### config.mk
export PLATFORM = sky130hd
export DESIGN_NAME = move_scheduler_flat
export DESIGN_NICKNAME = d
export VERILOG_FILES = /design/src/rtl/move_scheduler_if.sv /design/src/rtl/move_scheduler.sv /design/src/flat_wrapper.sv
export SDC_FILE = /design/constraint.sdc
export NUM_CORES = 1
export LEC_CHECK = 0
export BUFFER_PORTS_ARGS = -buffer_cell sky130_fd_sc_hd__buf_2
export CAP_MARGIN = 15
export CORE_ASPECT_RATIO = 1.75
export CORE_MARGIN = 3
export CORE_UTILIZATION = 24
export CTS_CLUSTER_DIAMETER = 80
export CTS_CLUSTER_SIZE = 40
export DETAILED_ROUTE_END_ITERATION = 10
export SLEW_MARGIN = 5
export SYNTH_ARGS = -nofsm -noshare
export SYNTH_HDL_FRONTEND = slang
export SYNTH_SLANG_ARGS = --single-unit
### constraint.sdc
create_clock -name clk -period 10.26 [get_ports clk]
set_input_delay 1.026 -clock clk [delete_from_list [all_inputs] [get_ports clk]]
set_output_delay 1.026 -clock clk [all_outputs]
set_load 0.03 [all_outputs]
### src/rtl/move_scheduler_if.sv
`default_nettype none
// ============================================================================
//  Module   : move_scheduler_if
//  Brief    : Bus bundle for the move scheduler: CPU register slave, SDRAM
//             read master and shared piece-generator bus.
//             'master' is the scheduler's view, 'slave' is the system side
//             (CPU, SDRAM and generators).
//  Revision : 1.0  initial release
// ============================================================================
interface move_scheduler_if;
    // CPU register slave
    logic        slave_waitrequest;
    logic [3:0]  slave_address;
    logic        slave_read;
    logic        slave_write;
    logic [31:0] slave_readdata;
    logic [31:0] slave_writedata;
    // SDRAM read master
    logic        master_waitrequest;
    logic [31:0] master_address;
    logic        master_read;
    logic [31:0] master_readdata;
    logic        master_readdatavalid;
    // Generator bus
    logic        gen_waitrequest;
    logic [7:0]  gen_address;
    logic        gen_write;
    logic        gen_read;
    logic [31:0] gen_writedata;
    logic [31:0] gen_readdata;

    modport master (
        output slave_waitrequest, slave_readdata,
        input  slave_address, slave_read, slave_write, slave_writedata,
        output master_address, master_read,
        input  master_waitrequest, master_readdata, master_readdatavalid,
        output gen_address, gen_write, gen_read, gen_writedata,
        input  gen_waitrequest, gen_readdata
    );

    modport slave (
        input  slave_waitrequest, slave_readdata,
        output slave_address, slave_read, slave_write, slave_writedata,
        input  master_address, master_read,
        output master_waitrequest, master_readdata, master_readdatavalid,
        input  gen_address, gen_write, gen_read, gen_writedata,
        output gen_waitrequest, gen_readdata
    );
endinterface
`default_nettype wire

### src/rtl/move_scheduler.sv
`default_nettype none
// ============================================================================
//  Module   : move_scheduler
//  Brief    : Scans the 64 squares of a board in SDRAM and, for each piece of
//             the side to move, programs and runs the matching generator,
//             packing the produced boards contiguously at the destination.
//  Revision : 1.0  initial release
// ============================================================================
module move_scheduler #(
    parameter int NUM_GEN     = 6,
    parameter int BOARD_BYTES = 256
) (
    input  wire logic         clk,
    input  wire logic         rst,
    move_scheduler_if.master  bus
);

    localparam logic [3:0] S_IDLE   = 4'd0;
    localparam logic [3:0] S_RD_SQ  = 4'd1;
    localparam logic [3:0] S_WT_SQ  = 4'd2;
    localparam logic [3:0] S_DECIDE = 4'd3;
    localparam logic [3:0] S_WR_SRC = 4'd4;
    localparam logic [3:0] S_WR_DST = 4'd5;
    localparam logic [3:0] S_WR_X   = 4'd6;
    localparam logic [3:0] S_WR_Y   = 4'd7;
    localparam logic [3:0] S_WR_GO  = 4'd8;
    localparam logic [3:0] S_RD_CNT = 4'd9;
    localparam logic [3:0] S_CHK    = 4'd10;
    localparam logic [3:0] S_NEXT   = 4'd11;
    localparam logic [3:0] S_DONE   = 4'd12;

    localparam logic [7:0]  c_NUM_GEN     = 8'(NUM_GEN);
    localparam logic [31:0] c_BOARD_BYTES = 32'(BOARD_BYTES);

    logic [3:0]  r_state;
    logic [31:0] r_src;
    logic [31:0] r_dest_base;
    logic [31:0] r_max;
    logic        r_side;
    logic [5:0]  r_sq;
    logic [7:0]  r_pc;
    logic [15:0] r_total;
    logic [15:0] r_disp;
    logic        r_ovf;
    logic [31:0] r_cur_dest;

    logic [3:0]  w_nxt;
    logic [5:0]  w_sq_nxt;
    logic        w_busy;
    logic        w_start;
    logic [7:0]  w_abs;
    logic [7:0]  w_absm1;
    logic [2:0]  w_idx;
    logic        w_elig;
    logic        w_over;
    logic [16:0] w_sum;
    logic [15:0] w_total_sat;
    logic [31:0] w_advance;
    logic        w_unused_bits;

    assign w_busy  = (r_state != S_IDLE) && (r_state != S_DONE);
    assign w_start = bus.slave_write && (bus.slave_address == 4'd0);

    // Piece decode: signed byte, generator index is |pc| - 1.
    assign w_abs   = r_pc[7] ? (~r_pc + 8'd1) : r_pc;
    assign w_absm1 = w_abs - 8'd1;
    assign w_idx   = w_absm1[2:0];
    assign w_elig  = (r_pc != 8'd0) && (r_pc[7] == r_side) && (w_abs <= c_NUM_GEN);

    assign w_over      = {16'd0, r_total} >= r_max;
    assign w_sum       = {1'b0, r_total} + {1'b0, bus.gen_readdata[15:0]};
    assign w_total_sat = w_sum[16] ? 16'hFFFF : w_sum[15:0];
    assign w_advance   = {16'd0, bus.gen_readdata[15:0]} * c_BOARD_BYTES;

    assign w_unused_bits = ^{bus.slave_read, bus.master_readdata[31:8],
                             bus.gen_readdata[31:16], w_absm1[7:3]};

    assign bus.slave_waitrequest = 1'b0;

    // CPU register read mux, combinational from the address.
    always_comb begin
        bus.slave_readdata = 32'd0;
        case (bus.slave_address)
            4'd0:    bus.slave_readdata = {w_busy, r_ovf, 14'd0, r_total};
            4'd1:    bus.slave_readdata = {16'd0, r_disp};
            default: bus.slave_readdata = 32'd0;
        endcase
    end

    // Next-state and next-square selection for the scan sequencer.
    always_comb begin
        w_nxt    = r_state;
        w_sq_nxt = r_sq;
        case (r_state)
            S_IDLE: begin
                if (w_start) begin
                    w_nxt    = S_RD_SQ;
                    w_sq_nxt = 6'd0;
                end
            end
            S_DONE: begin
                if (w_start) begin
                    w_nxt    = S_RD_SQ;
                    w_sq_nxt = 6'd0;
                end else begin
                    w_nxt = S_IDLE;
                end
            end
            S_RD_SQ:  if (!bus.master_waitrequest)  w_nxt = S_WT_SQ;
            S_WT_SQ:  if (bus.master_readdatavalid) w_nxt = S_DECIDE;
            S_DECIDE: w_nxt = w_elig ? S_WR_SRC : S_NEXT;
            S_WR_SRC: if (!bus.gen_waitrequest) w_nxt = S_WR_DST;
            S_WR_DST: if (!bus.gen_waitrequest) w_nxt = S_WR_X;
            S_WR_X:   if (!bus.gen_waitrequest) w_nxt = S_WR_Y;
            S_WR_Y:   if (!bus.gen_waitrequest) w_nxt = S_WR_GO;
            S_WR_GO:  if (!bus.gen_waitrequest) w_nxt = S_RD_CNT;
            S_RD_CNT: if (!bus.gen_waitrequest) w_nxt = S_CHK;
            S_CHK:    w_nxt = w_over ? S_DONE : S_NEXT;
            S_NEXT: begin
                if (r_sq == 6'd63) begin
                    w_nxt = S_DONE;
                end else begin
                    w_nxt    = S_RD_SQ;
                    w_sq_nxt = r_sq + 6'd1;
                end
            end
            default: w_nxt = S_IDLE;
        endcase
    end

    // Sequencer state, pass bookkeeping and registered bus outputs decoded
    // from the state being entered.
    always_ff @(posedge clk) begin
        if (rst) begin
            r_state           <= S_IDLE;
            r_src             <= 32'd0;
            r_dest_base       <= 32'd0;
            r_max             <= 32'd0;
            r_side            <= 1'b0;
            r_sq              <= 6'd0;
            r_pc              <= 8'd0;
            r_total           <= 16'd0;
            r_disp            <= 16'd0;
            r_ovf             <= 1'b0;
            r_cur_dest        <= 32'd0;
            bus.master_read    <= 1'b0;
            bus.master_address <= 32'd0;
            bus.gen_write      <= 1'b0;
            bus.gen_read       <= 1'b0;
            bus.gen_address    <= 8'd0;
            bus.gen_writedata  <= 32'd0;
        end else begin
            r_state <= w_nxt;
            r_sq    <= w_sq_nxt;

            if (bus.slave_write && !w_busy) begin
                case (bus.slave_address)
                    4'd1:    r_src       <= bus.slave_writedata;
                    4'd2:    r_dest_base <= bus.slave_writedata;
                    4'd3:    r_max       <= bus.slave_writedata;
                    default: ;
                endcase
            end

            case (r_state)
                S_IDLE, S_DONE: begin
                    if (w_start) begin
                        r_side     <= bus.slave_writedata[0];
                        r_total    <= 16'd0;
                        r_disp     <= 16'd0;
                        r_ovf      <= 1'b0;
                        r_cur_dest <= r_dest_base;
                    end
                end
                S_WT_SQ: begin
                    if (bus.master_readdatavalid) r_pc <= bus.master_readdata[7:0];
                end
                S_RD_CNT: begin
                    if (!bus.gen_waitrequest) begin
                        r_total    <= w_total_sat;
                        r_cur_dest <= r_cur_dest + w_advance;
                        if (r_disp != 16'hFFFF) r_disp <= r_disp + 16'd1;
                    end
                end
                S_CHK: begin
                    if (w_over) r_ovf <= 1'b1;
                end
                default: ;
            endcase

            bus.master_read    <= 1'b0;
            bus.master_address <= 32'd0;
            bus.gen_write      <= 1'b0;
            bus.gen_read       <= 1'b0;
            bus.gen_address    <= 8'd0;
            bus.gen_writedata  <= 32'd0;
            case (w_nxt)
                S_RD_SQ: begin
                    bus.master_read    <= 1'b1;
                    bus.master_address <= r_src + {24'd0, w_sq_nxt, 2'b00};
                end
                S_WR_SRC: begin
                    bus.gen_write     <= 1'b1;
                    bus.gen_address   <= {1'b0, w_idx, 4'd1};
                    bus.gen_writedata <= r_src;
                end
                S_WR_DST: begin
                    bus.gen_write     <= 1'b1;
                    bus.gen_address   <= {1'b0, w_idx, 4'd2};
                    bus.gen_writedata <= r_cur_dest;
                end
                S_WR_X: begin
                    bus.gen_write     <= 1'b1;
                    bus.gen_address   <= {1'b0, w_idx, 4'd3};
                    bus.gen_writedata <= {29'd0, r_sq[2:0]};
                end
                S_WR_Y: begin
                    bus.gen_write     <= 1'b1;
                    bus.gen_address   <= {1'b0, w_idx, 4'd4};
                    bus.gen_writedata <= {29'd0, r_sq[5:3]};
                end
                S_WR_GO: begin
                    bus.gen_write     <= 1'b1;
                    bus.gen_address   <= {1'b0, w_idx, 4'd0};
                    bus.gen_writedata <= 32'd0;
                end
                S_RD_CNT: begin
                    bus.gen_read    <= 1'b1;
                    bus.gen_address <= {1'b0, w_idx, 4'd0};
                end
                default: ;
            endcase
        end
    end

endmodule
`default_nettype wire
### src/flat_wrapper.sv
// flat-port wrapper written by rule: the top's interface ports become plain ports
module move_scheduler_flat 
#(
    parameter int NUM_GEN     = 6,
    parameter int BOARD_BYTES = 256
)
  (clk, rst, bus_slave_waitrequest, bus_slave_readdata, bus_slave_address, bus_slave_read, bus_slave_write, bus_slave_writedata, bus_master_address, bus_master_read, bus_master_waitrequest, bus_master_readdata, bus_master_readdatavalid, bus_gen_address, bus_gen_write, bus_gen_read, bus_gen_writedata, bus_gen_waitrequest, bus_gen_readdata);
  move_scheduler_if bus_i ();
  input  wire logic clk;
  input  wire logic rst;
  output wire logic [$bits(bus_i.slave_waitrequest)-1:0] bus_slave_waitrequest;
  output wire logic [$bits(bus_i.slave_readdata)-1:0] bus_slave_readdata;
  input wire logic [$bits(bus_i.slave_address)-1:0] bus_slave_address;
  input wire logic [$bits(bus_i.slave_read)-1:0] bus_slave_read;
  input wire logic [$bits(bus_i.slave_write)-1:0] bus_slave_write;
  input wire logic [$bits(bus_i.slave_writedata)-1:0] bus_slave_writedata;
  output wire logic [$bits(bus_i.master_address)-1:0] bus_master_address;
  output wire logic [$bits(bus_i.master_read)-1:0] bus_master_read;
  input wire logic [$bits(bus_i.master_waitrequest)-1:0] bus_master_waitrequest;
  input wire logic [$bits(bus_i.master_readdata)-1:0] bus_master_readdata;
  input wire logic [$bits(bus_i.master_readdatavalid)-1:0] bus_master_readdatavalid;
  output wire logic [$bits(bus_i.gen_address)-1:0] bus_gen_address;
  output wire logic [$bits(bus_i.gen_write)-1:0] bus_gen_write;
  output wire logic [$bits(bus_i.gen_read)-1:0] bus_gen_read;
  output wire logic [$bits(bus_i.gen_writedata)-1:0] bus_gen_writedata;
  input wire logic [$bits(bus_i.gen_waitrequest)-1:0] bus_gen_waitrequest;
  input wire logic [$bits(bus_i.gen_readdata)-1:0] bus_gen_readdata;
  assign bus_slave_waitrequest = bus_i.slave_waitrequest;
  assign bus_slave_readdata = bus_i.slave_readdata;
  assign bus_i.slave_address = bus_slave_address;
  assign bus_i.slave_read = bus_slave_read;
  assign bus_i.slave_write = bus_slave_write;
  assign bus_i.slave_writedata = bus_slave_writedata;
  assign bus_master_address = bus_i.master_address;
  assign bus_master_read = bus_i.master_read;
  assign bus_i.master_waitrequest = bus_master_waitrequest;
  assign bus_i.master_readdata = bus_master_readdata;
  assign bus_i.master_readdatavalid = bus_master_readdatavalid;
  assign bus_gen_address = bus_i.gen_address;
  assign bus_gen_write = bus_i.gen_write;
  assign bus_gen_read = bus_i.gen_read;
  assign bus_gen_writedata = bus_i.gen_writedata;
  assign bus_i.gen_waitrequest = bus_gen_waitrequest;
  assign bus_i.gen_readdata = bus_gen_readdata;
  move_scheduler #(.NUM_GEN(NUM_GEN), .BOARD_BYTES(BOARD_BYTES)) u_core (.clk(clk), .rst(rst), .bus(bus_i));
endmodule
[Yosys cells after proc, flatten, opt, wreduce, memory -nomap -nowiden]
Cells that the tools add are included.
Storage, ports and cells
  register bits: 255
  output and inout bits: 108
Operators by class
  add/sub/neg operators: 7
  $lt $le $gt $ge: 2
  equality and inequality tests: 30
  muxes and demuxes: 37
  bitwise logic cells: 2
  reductions and logical operators: 24
Operator list (number)
  case mux 32 bit (2 select lines): 2
  case mux 32 bit (4 select lines): 1
  two-way mux 16 bit: 5
  two-way mux 32 bit: 2
  case mux 16 bit (2 select lines): 2
  case mux 4 bit (13 select lines): 1
  two-way mux 4 bit: 11
  case mux 7 bit (5 select lines): 1
  adder 32 x 24 -> 32 bit: 1
  adder 32 x 8 -> 32 bit: 1
  == test 4 x 3 -> 1 bit, second input constant: 8
  greater-or-equal comparator 16 x 32 -> 1 bit: 1
  == test 4 bit, second input constant: 7
  adder 16 x 16 -> 17 bit: 1
  adder 16 x 1 -> 16 bit, second input constant: 1
  == test 4 x 2 -> 1 bit, second input constant: 4
  != test 16 bit, second input constant: 1
  == test 4 x 1 -> 1 bit, second input constant: 3
  two-way mux 6 bit: 2
  case mux 6 bit (2 select lines): 1
  AND reduction 2 bit: 5
  adder 8 x 1 -> 8 bit, second input constant: 1
  <= comparator 8 x 3 -> 1 bit, second input constant: 1
  zero test 4 bit: 2
  other kinds (22): 37

[Depth between registers and ports, before layout]
Gate-level depths: netlist (run 1).
  depth after elaboration: 10
  depth in mapped cells: 18

[Worst setup path after synthesis (run 1)]
OpenSTA, ideal clock, no wires.
  path type: input to register
  start: input bus_slave_address[1]
  end: register u_core.bus.master_address[26]
  setup time: 0.118 ns
  data arrival time: 4.028 ns
  required time: 10.142 ns
  setup slack: 6.114 ns
  stages on the path: 16
  cell sequence: nor4_1 -> and2_1 -> buf_2 -> nor2_1 -> mux2_2 -> ha_1 -> fa_1 -> a21o_1 -> a21oi_1 -> o21ai_0 -> and2_1 -> o21ai_0 -> nor3_1 -> nand3_1 -> xor2_1 -> nor2_4
Between the ends
  elaborated cells on any way between the ends: 11
  classes of those cells: add/sub: 1; eq/ne: 1; mux: 5; bitwise: 1; reduce/logical: 3
RTL lines
  from (decl): line flat_wrapper.sv:13  | input wire logic [$bits(bus_i.slave_address)-1:0] bus_slave_address;
  zero test 4 bit: line move_scheduler.sv:62  | assign w_start = bus.slave_write && (bus.slave_address == 4'd0);
  logical AND 1 bit: line move_scheduler.sv:62
  two-way mux 6 bit: line move_scheduler.sv:96, move_scheduler.sv:102
  case mux 6 bit (2 select lines): line move_scheduler.sv:94  | case (r_state)
  net u_core.w_sq_nxt[0]: line move_scheduler.sv:48  | logic [5:0] w_sq_nxt;
  adder 32 x 8 -> 32 bit: line move_scheduler.sv:200  | bus.master_address <= r_src + {24'd0, w_sq_nxt, 2'b00};
  to (signal assigned): line move_scheduler.sv:200
  to (decl): line move_scheduler_if.sv:35  | output master_address, master_read,
The timed path passes the listed nets, and every way through them passes these cells.
A chain may end at the register's enable or synchronous reset.

[Final worst setup path (run 1)]
  start: input bus_slave_address[0]
  end: register u_core.bus.master_address[26]
Same word-level chain as after synthesis.

==> results of run 1 <==
-- path summary, 6_finish.rpt --
path,startpoint,end,slack [ns],cells after the start
max,bus_slave_address[0],u_core.bus.master_address[26]$_SDFF_PP0_,5.39,17
min,u_core.r_dest_base[5]$_SDFFE_PP0P_,u_core.r_cur_dest[5]$_SDFFE_PP0P_,0.46,2
max reg2reg,u_core.r_state[2]$_SDFF_PP0_,u_core.bus.master_address[26]$_SDFF_PP0_,5.44,17
min reg2reg,u_core.r_dest_base[5]$_SDFFE_PP0P_,u_core.r_cur_dest[5]$_SDFFE_PP0P_,0.46,2
-- state kept, by name, indices dropped and copies added, names as in the netlist, 4 cells and up --
signal,count
u_core.r_total,16
u_core.r_sq,6
u_core.bus.gen_address,6
u_core.r_pc,8
u_core.r_cur_dest,32
u_core.r_state,4
u_core.r_max,32
u_core.r_dest_base,32
u_core.bus.master_address,32
u_core.r_disp,16
u_core.r_src,32
u_core.bus.gen_writedata,32
-- metal layers --
metal | global-route usage (%) | part of all wire [%] | up-vias
met2 | 24.8 | 51 | 332
met5 | 0 | 0.069 | -
met1 | 14.6 | 37 | 5115
met3 | 2.10 | 5.6 | 94
met4 | 8.76 | 6.6 | 4
li1 | - | - | 5454
-- cell type report --
type	instances	area, sq um
diodes	10	25.0
clock buffers	12	289
clock inverters	2	28.8
fillers	5569	37300
inverters	46	173
multi-input cells	1161	6960
flip-flops and latches	253	5060
well taps	672	841
repair buffers	175	946
-- cell usage after synthesis (4+ instances only) --
cell type / count
o22ai_1: 6
nand4_1: 11
nor2_2: 5
a21o_1: 16
nand2_1: 313
a311oi_1: 6
mux2i_1: 40
a31oi_1: 7
nor2_4: 25
o31ai_1: 4
buf_1: 7
nor2_1: 120
o21a_1: 8
o211ai_1: 6
a21boi_0: 4
or2_2: 6
a21oi_1: 159
clkbuf_1: 61
inv_1: 46
o21ai_0: 59
nand2b_1: 8
buf_2: 5
buf_4: 17
xor2_1: 32
dfxtp_1: 253
and4_1: 5
and2_1: 9
nand3_1: 38
nor2b_1: 14
a22o_1: 18
nor4_1: 7
xnor2_1: 31
and3_1: 14
a41oi_1: 4
ha_1: 62
a211oi_1: 19
or3_1: 6
nor3_1: 31
-- kinds of logic (layout without fill, tap and decap cells) --
| logic type | Yosys count | in the layout |
|---|---|---|
| mux | 42 | 42 |
| simple gates | 628 | 628 |
| other cells | 1 | 27 |
| flops | 253 | 253 |
| fa+ha+maj | 65 | 65 |
| buf+inv | 140 | 235 |
| xor+xnor | 63 | 63 |
| compound gates | 346 | 346 |
-- power by group --
group	switching, mW	leakage, nW	internal [mW]	total, mW
combinational	0.127	3.49	0.0552	0.182
clock	0.324	0.157	0.210	0.535
sequential	0.0109	2.04	0.994	1.01
total	0.462	5.69	1.26	1.72
-- per-stage QoR --
| step | cells | area (sq um) | power [mW] | utilization (%) |
|---|---|---|---|---|
| 6_report | 2331 | 14300 | 1.72 | 27.8 |
| 3_3_place_gp | 2305 | 13900 | 1.20 | 27.0 |
| 3_5_place_dp | 2307 | 14000 | 1.21 | 27.1 |
| 5_1_grt | 2328 | 14300 | 1.79 | 27.7 |
| 4_1_cts | 2321 | 14300 | 1.74 | 27.7 |
| 2_1_floorplan | 1554 | 12600 | 1.15 | - |
-- worst register-to-register path, cell delays in order (launching register included) --
cell	delay, ns
dfxtp_1	0.41
inv_1	0.12
ha_1	0.38
o211a_1	0.29
and2_1	0.20
nor2_1	0.08
mux2_2	0.29
ha_1	0.22
fa_1	0.41
a21o_1	0.20
a21oi_1	0.23
o21ai_0	0.11
and2_1	0.19
o21ai_0	0.79
nor3_1	0.32
nand3_1	0.19
xor2_1	0.25
nor2_4	0.03
==> impl_metrics.yaml, run 1 <==
status:
  status: "finished, final reports clean"
finish:
  nets: 1819
  layout_common_cells: "nand2_1 (313), dfxtp_1 (253), a21oi_1 (159), buf_2 (155), nor2_1 (118)"
  drive_gt1_share_pct: 14.6
  syn_to_final_growth_pct: 13.9
  final_common_cell: "nand2_1"
clocking:
  cts-root-buf: "clkbuf_16"
  clk_latency_ns: 0.51
  numCtsBuffers: 10
  cts_tree: "built"
  htreeDepth: 1
  post-cts-setup-buffers: 0
  cts_resized: 0
  cts_hold_buf: 0
  clk_pin_slew_worst_paths_ns: 0.14
  cts.path.max_buffers: 3
  clock_sinks: 253
sta:
  rsz0062_at_grt: "false"
  hold_violations: 0
  setup_slack_ns: 5.39
  timing.fmax_mhz: 206
  drv_slew: 0
  fin_crit_ns: 4.87
  fin_tns_setup_ns: 0
  fin_worst_skew_ns: 0.0223
  setup_viol: 0
  worstMarginPinSlew_ns: 1.05
  whs_ns: 0.458
  period_share_pct: 47.4
  slew_headroom_pct: 29.8
critical_path:
  end_kind: "flip-flop"
  cpMaxStageDelayCell: "o21ai_0"
  max_stage_delay_ns: 0.79
  crit_type: "input pin to flip-flop"
  path_buf_inv: 2
  path_cells: "buf_2 > nor4_2 > buf_4 > and2_1 > nor2_1 > mux2_2 > ha_1 > fa_1 > a21o_1 > a21oi_1 > o21ai_0 > and2_1 > o21ai_0 > nor3_1 > nand3_1 > xor2_1 > nor2_4"
  critical-path-top-delay-family: "compound AO/OA/AOI/OAI gates"
  worstPathArrival_ns: 5.26
  required_ns: 10.65
  crit_path_max_fanout: 21
  start_kind: "input pin"
global_route:
  grt_max_degree: 88
  grt_pass1_wl_um: 59400
  grt_usage_pct: 13.7
  antenna_found_initial: 14
  grt_pass1_vias: 10600
  grt_overflow_total: 0
detailed_routing:
  drcViolationCount: 0
  drtIter0Drc: 645
  drtPass1Iterations: 7
  routedWlPerCell_um: 16.8
  drt-vias-per-instance: 4.72
  wl_um: 39200
  ant_nets: 0
  vias: 11000
floorplanning:
  dieWidth_um: 179
  initial_core_util_pct: 24.4
  die_h_um: 309
  rows: 110
  coreArea_sq_um: 51600
  dieArea_sq_um: 55300
  ios: 215
logic_synthesis:
  synth_xor_area_share_pct: 4.39
  yosys-top-cells-area: "dfxtp_1 (40%), nand2_1 (9.3%), a21oi_1 (6.3%)"
  synth_compound_area_share_pct: 16.7
  synth-edff-count: 0
  ys_seq_elements: 253
  synth_cell_type_count: 73
  syn_area_sq_um: 12600
  yosysTopAreaCell: "dfxtp_1"
  synthCells: 1538
  synth_top_family_by_area: "simple AND/OR/NAND/NOR gates"
  synth_top_area_share_pct: 40.3
  yosysWarnings: 0
  synthAdderAreaFrac_pct: 6.65
  synthMuxAreaShare_pct: 3.36
  syn_avg_cell_area_sq_um: 8.18
  ys_seq_area_share_pct: 40.3
  ys_async_sr_fraction_pct: 0
  ys.flop_type: "dfxtp_1"
  synthSimpleGateAreaFrac_pct: 23.4
power:
  ir_drop_v: 0.000104
  p_leak_nw: 5.69
  power_density_nw_per_um2: 120
placed_design:
  dpl_worst_slack_ns: 4.86
  place.gp.congestion: 0.895
  dp_hpwl_um: 30600
  port-buffer-count: 156
flow_run:
  maxCapViolations: 0
hold_path:
  hp-class: "flip-flop to flip-flop"
Power figures use the tool's default switching activity.
==> run 2, diff against run 1 <==
clock period = 4.2 ns   (was 10.26 ns; I/O delays follow)
==> run 2 against run 1 <==
Highest routed layer unchanged. Register-to-register slack lost 5.0 ns. Design area is 1.6% higher. Sequential share of layout area decreased by 0.56 points. Clock skew rose by 0.040 ns. Clock power rose to 2.5 times the previous value. Largest power group unchanged.
==> impl_metrics.yaml, run 2 (same netlist as run 1, synthesis figures left out) <==
sta:
  fin_worst_skew_ns: 0.0627
  rsz0062_at_grt: "false"
  hold_violations: 0
  period_share_pct: 90.1
  slew_headroom_pct: 34.9
  drv_slew: 0
  setup_viol: 0
  timing.fmax_mhz: 264
  fin_crit_ns: 3.78
  setup_slack_ns: 0.417
  worstMarginPinSlew_ns: 0.974
  fin_tns_setup_ns: 0
critical_path:
  cpMaxStageDelayCell: "fa_1"
  start_kind: "flip-flop"
  crit_path_max_fanout: 6
  end_kind: "flip-flop"
  max_stage_delay_ns: 0.41
  required_ns: 4.61
  path_cells: "inv_1 > ha_1 > and3_1 > and2_1 > nor2_1 > mux2_2 > ha_1 > fa_1 > a21o_1 > a21oi_1 > o21ai_0 > and2_1 > o21ai_0 > buf_4 > nor3_2 > nand3_1 > xor2_1 > nor2_4"
  ff2ff_path_depth: 18
  crit_type: "flip-flop to flip-flop"
  worstPathArrival_ns: 4.19
floorplanning:
  ios: 215
  rows: 110
  initial_core_util_pct: 24.4
  coreArea_sq_um: 51600
  dieArea_sq_um: 55300
  die_h_um: 309
  dieWidth_um: 179
detailed_routing:
  wl_um: 40100
  drtPass1Iterations: 5
  ant_nets: 0
  routedWlPerCell_um: 17.0
  vias: 11200
  drcViolationCount: 0
  drtIter0Drc: 602
  drt-vias-per-instance: 4.77
finish:
  final_common_cell: "nand2_1"
  nets: 1846
  syn_to_final_growth_pct: 15.8
  layout_common_cells: "nand2_1 (313), dfxtp_1 (253), a21oi_1 (159), buf_2 (155), nor2_1 (118)"
  drive_gt1_share_pct: 15.9
  postLayoutCoreUtil_pct: 28.2
clocking:
  cts_tree: "built"
  numCtsBuffers: 11
  clock_sinks: 253
  htreeDepth: 1
  clk_latency_ns: 0.52
  clk_pin_slew_worst_paths_ns: 0.15
  post-cts-setup-buffers: 0
  cts-root-buf: "clkbuf_16"
  cts.path.max_buffers: 3
hold_path:
  min_path_cells: 3
  hp-class: "input pin to flip-flop"
placed_design:
  place.gp.congestion: 0.879
  dp_hpwl_um: 31500
  dpl_worst_slack_ns: 0.201
  port-buffer-count: 156
global_route:
  grt_pass1_vias: 11000
  grt_max_degree: 57
  antenna_found_initial: 11
  grt_overflow_total: 0
  grt_pass1_wl_um: 60600
  grt_usage_pct: 14.0
flow_run:
  maxCapViolations: 0
power:
  power_density_nw_per_um2: 294
  ir_drop_v: 0.000214
  p_leak_nw: 5.84
status:
  status: "finished, final reports clean"
-- run 2: changes by cell type in the layout (fill, tap and decap cells not counted), sizes merged --
cell	change
buf	+26
clkbuf	-1
clkinv	+2
clkinvlp	+1
diode	-3
inv	-1
-- run 2: final cells by class --
cell class              count  area, sq um
flip-flops and latches    253         5060
clock buffers              11          275
well taps                 672          841
multi-input cells        1161         6960
repair buffers            201         1150
fillers                  5563        37100
clock inverters             4         73.8
diodes                      7         17.5
inverters                  46          173
-- run 2: report_power, final --
part | switching [mW] | total [mW] | internal [mW]
logic | 0.325 | 0.469 | 0.145
clock network | 0.838 | 1.36 | 0.518
registers | 0.0231 | 2.45 | 2.43
total | 1.19 | 4.28 | 3.09
-- run 2: repair_timing --
| item | 4_1_cts | 5_1_grt |
|---|---|---|
| hold buffers | 0 | 0 |
| setup endpoints to repair | 0 | 3 |
| endpoints found under the hold margin | 0 | 0 |
| resized for setup | 0 | 1 |
-- run 2: worst paths after layout --
| path | start | end | slack (ns) |
|---|---|---|---|
| setup / recovery | u_core.r_state[2]$_SDFF_PP0_ | u_core.bus.master_address[26]$_SDFF_PP0_ | 0.42 |
| hold / removal | bus_slave_writedata[2] | u_core.r_dest_base[2]$_SDFFE_PP0P_ | 0.15 |
| setup reg to reg | u_core.r_state[2]$_SDFF_PP0_ | u_core.bus.master_address[26]$_SDFF_PP0_ | 0.42 |
| hold reg to reg | u_core.r_dest_base[4]$_SDFFE_PP0P_ | u_core.r_cur_dest[4]$_SDFFE_PP0P_ | 0.46 |
-- run 2: metrics by stage --
stage	cell area (sq um)	std cells	power, mW	hold WS, ns
floorplan	12600	1554	2.82	0.432
CTS	14500	2347	4.33	0.130
global route	14600	2355	4.44	0.147
finish	14600	2355	4.28	0.146
global placement	14200	2332	2.97	0.437
detailed placement	14200	2332	2.97	0.441
-- run 2: worst max-delay path, delay by kind of cell, from the launching register on --
kind                     cells  cell delay (ns)
AO/OA/AOI/OAI                4             0.67
XOR/XNOR                     1             0.24
adder cells (fa/ha/maj)      3             0.80
buffers and inverters        2             0.28
flip-flops                   1             0.39
multiplexers                 1             0.29
AND/OR/NAND/NOR              7             1.00
-- run 2: metal layers --
metal	up-vias	track usage, %	share of wire (%)
met3	80	1.06	4.3
met4	2	7.38	5.2
met2	337	26.5	52
li1	5521	-	-
met1	5283	15.2	38
met5	-	0	0.032
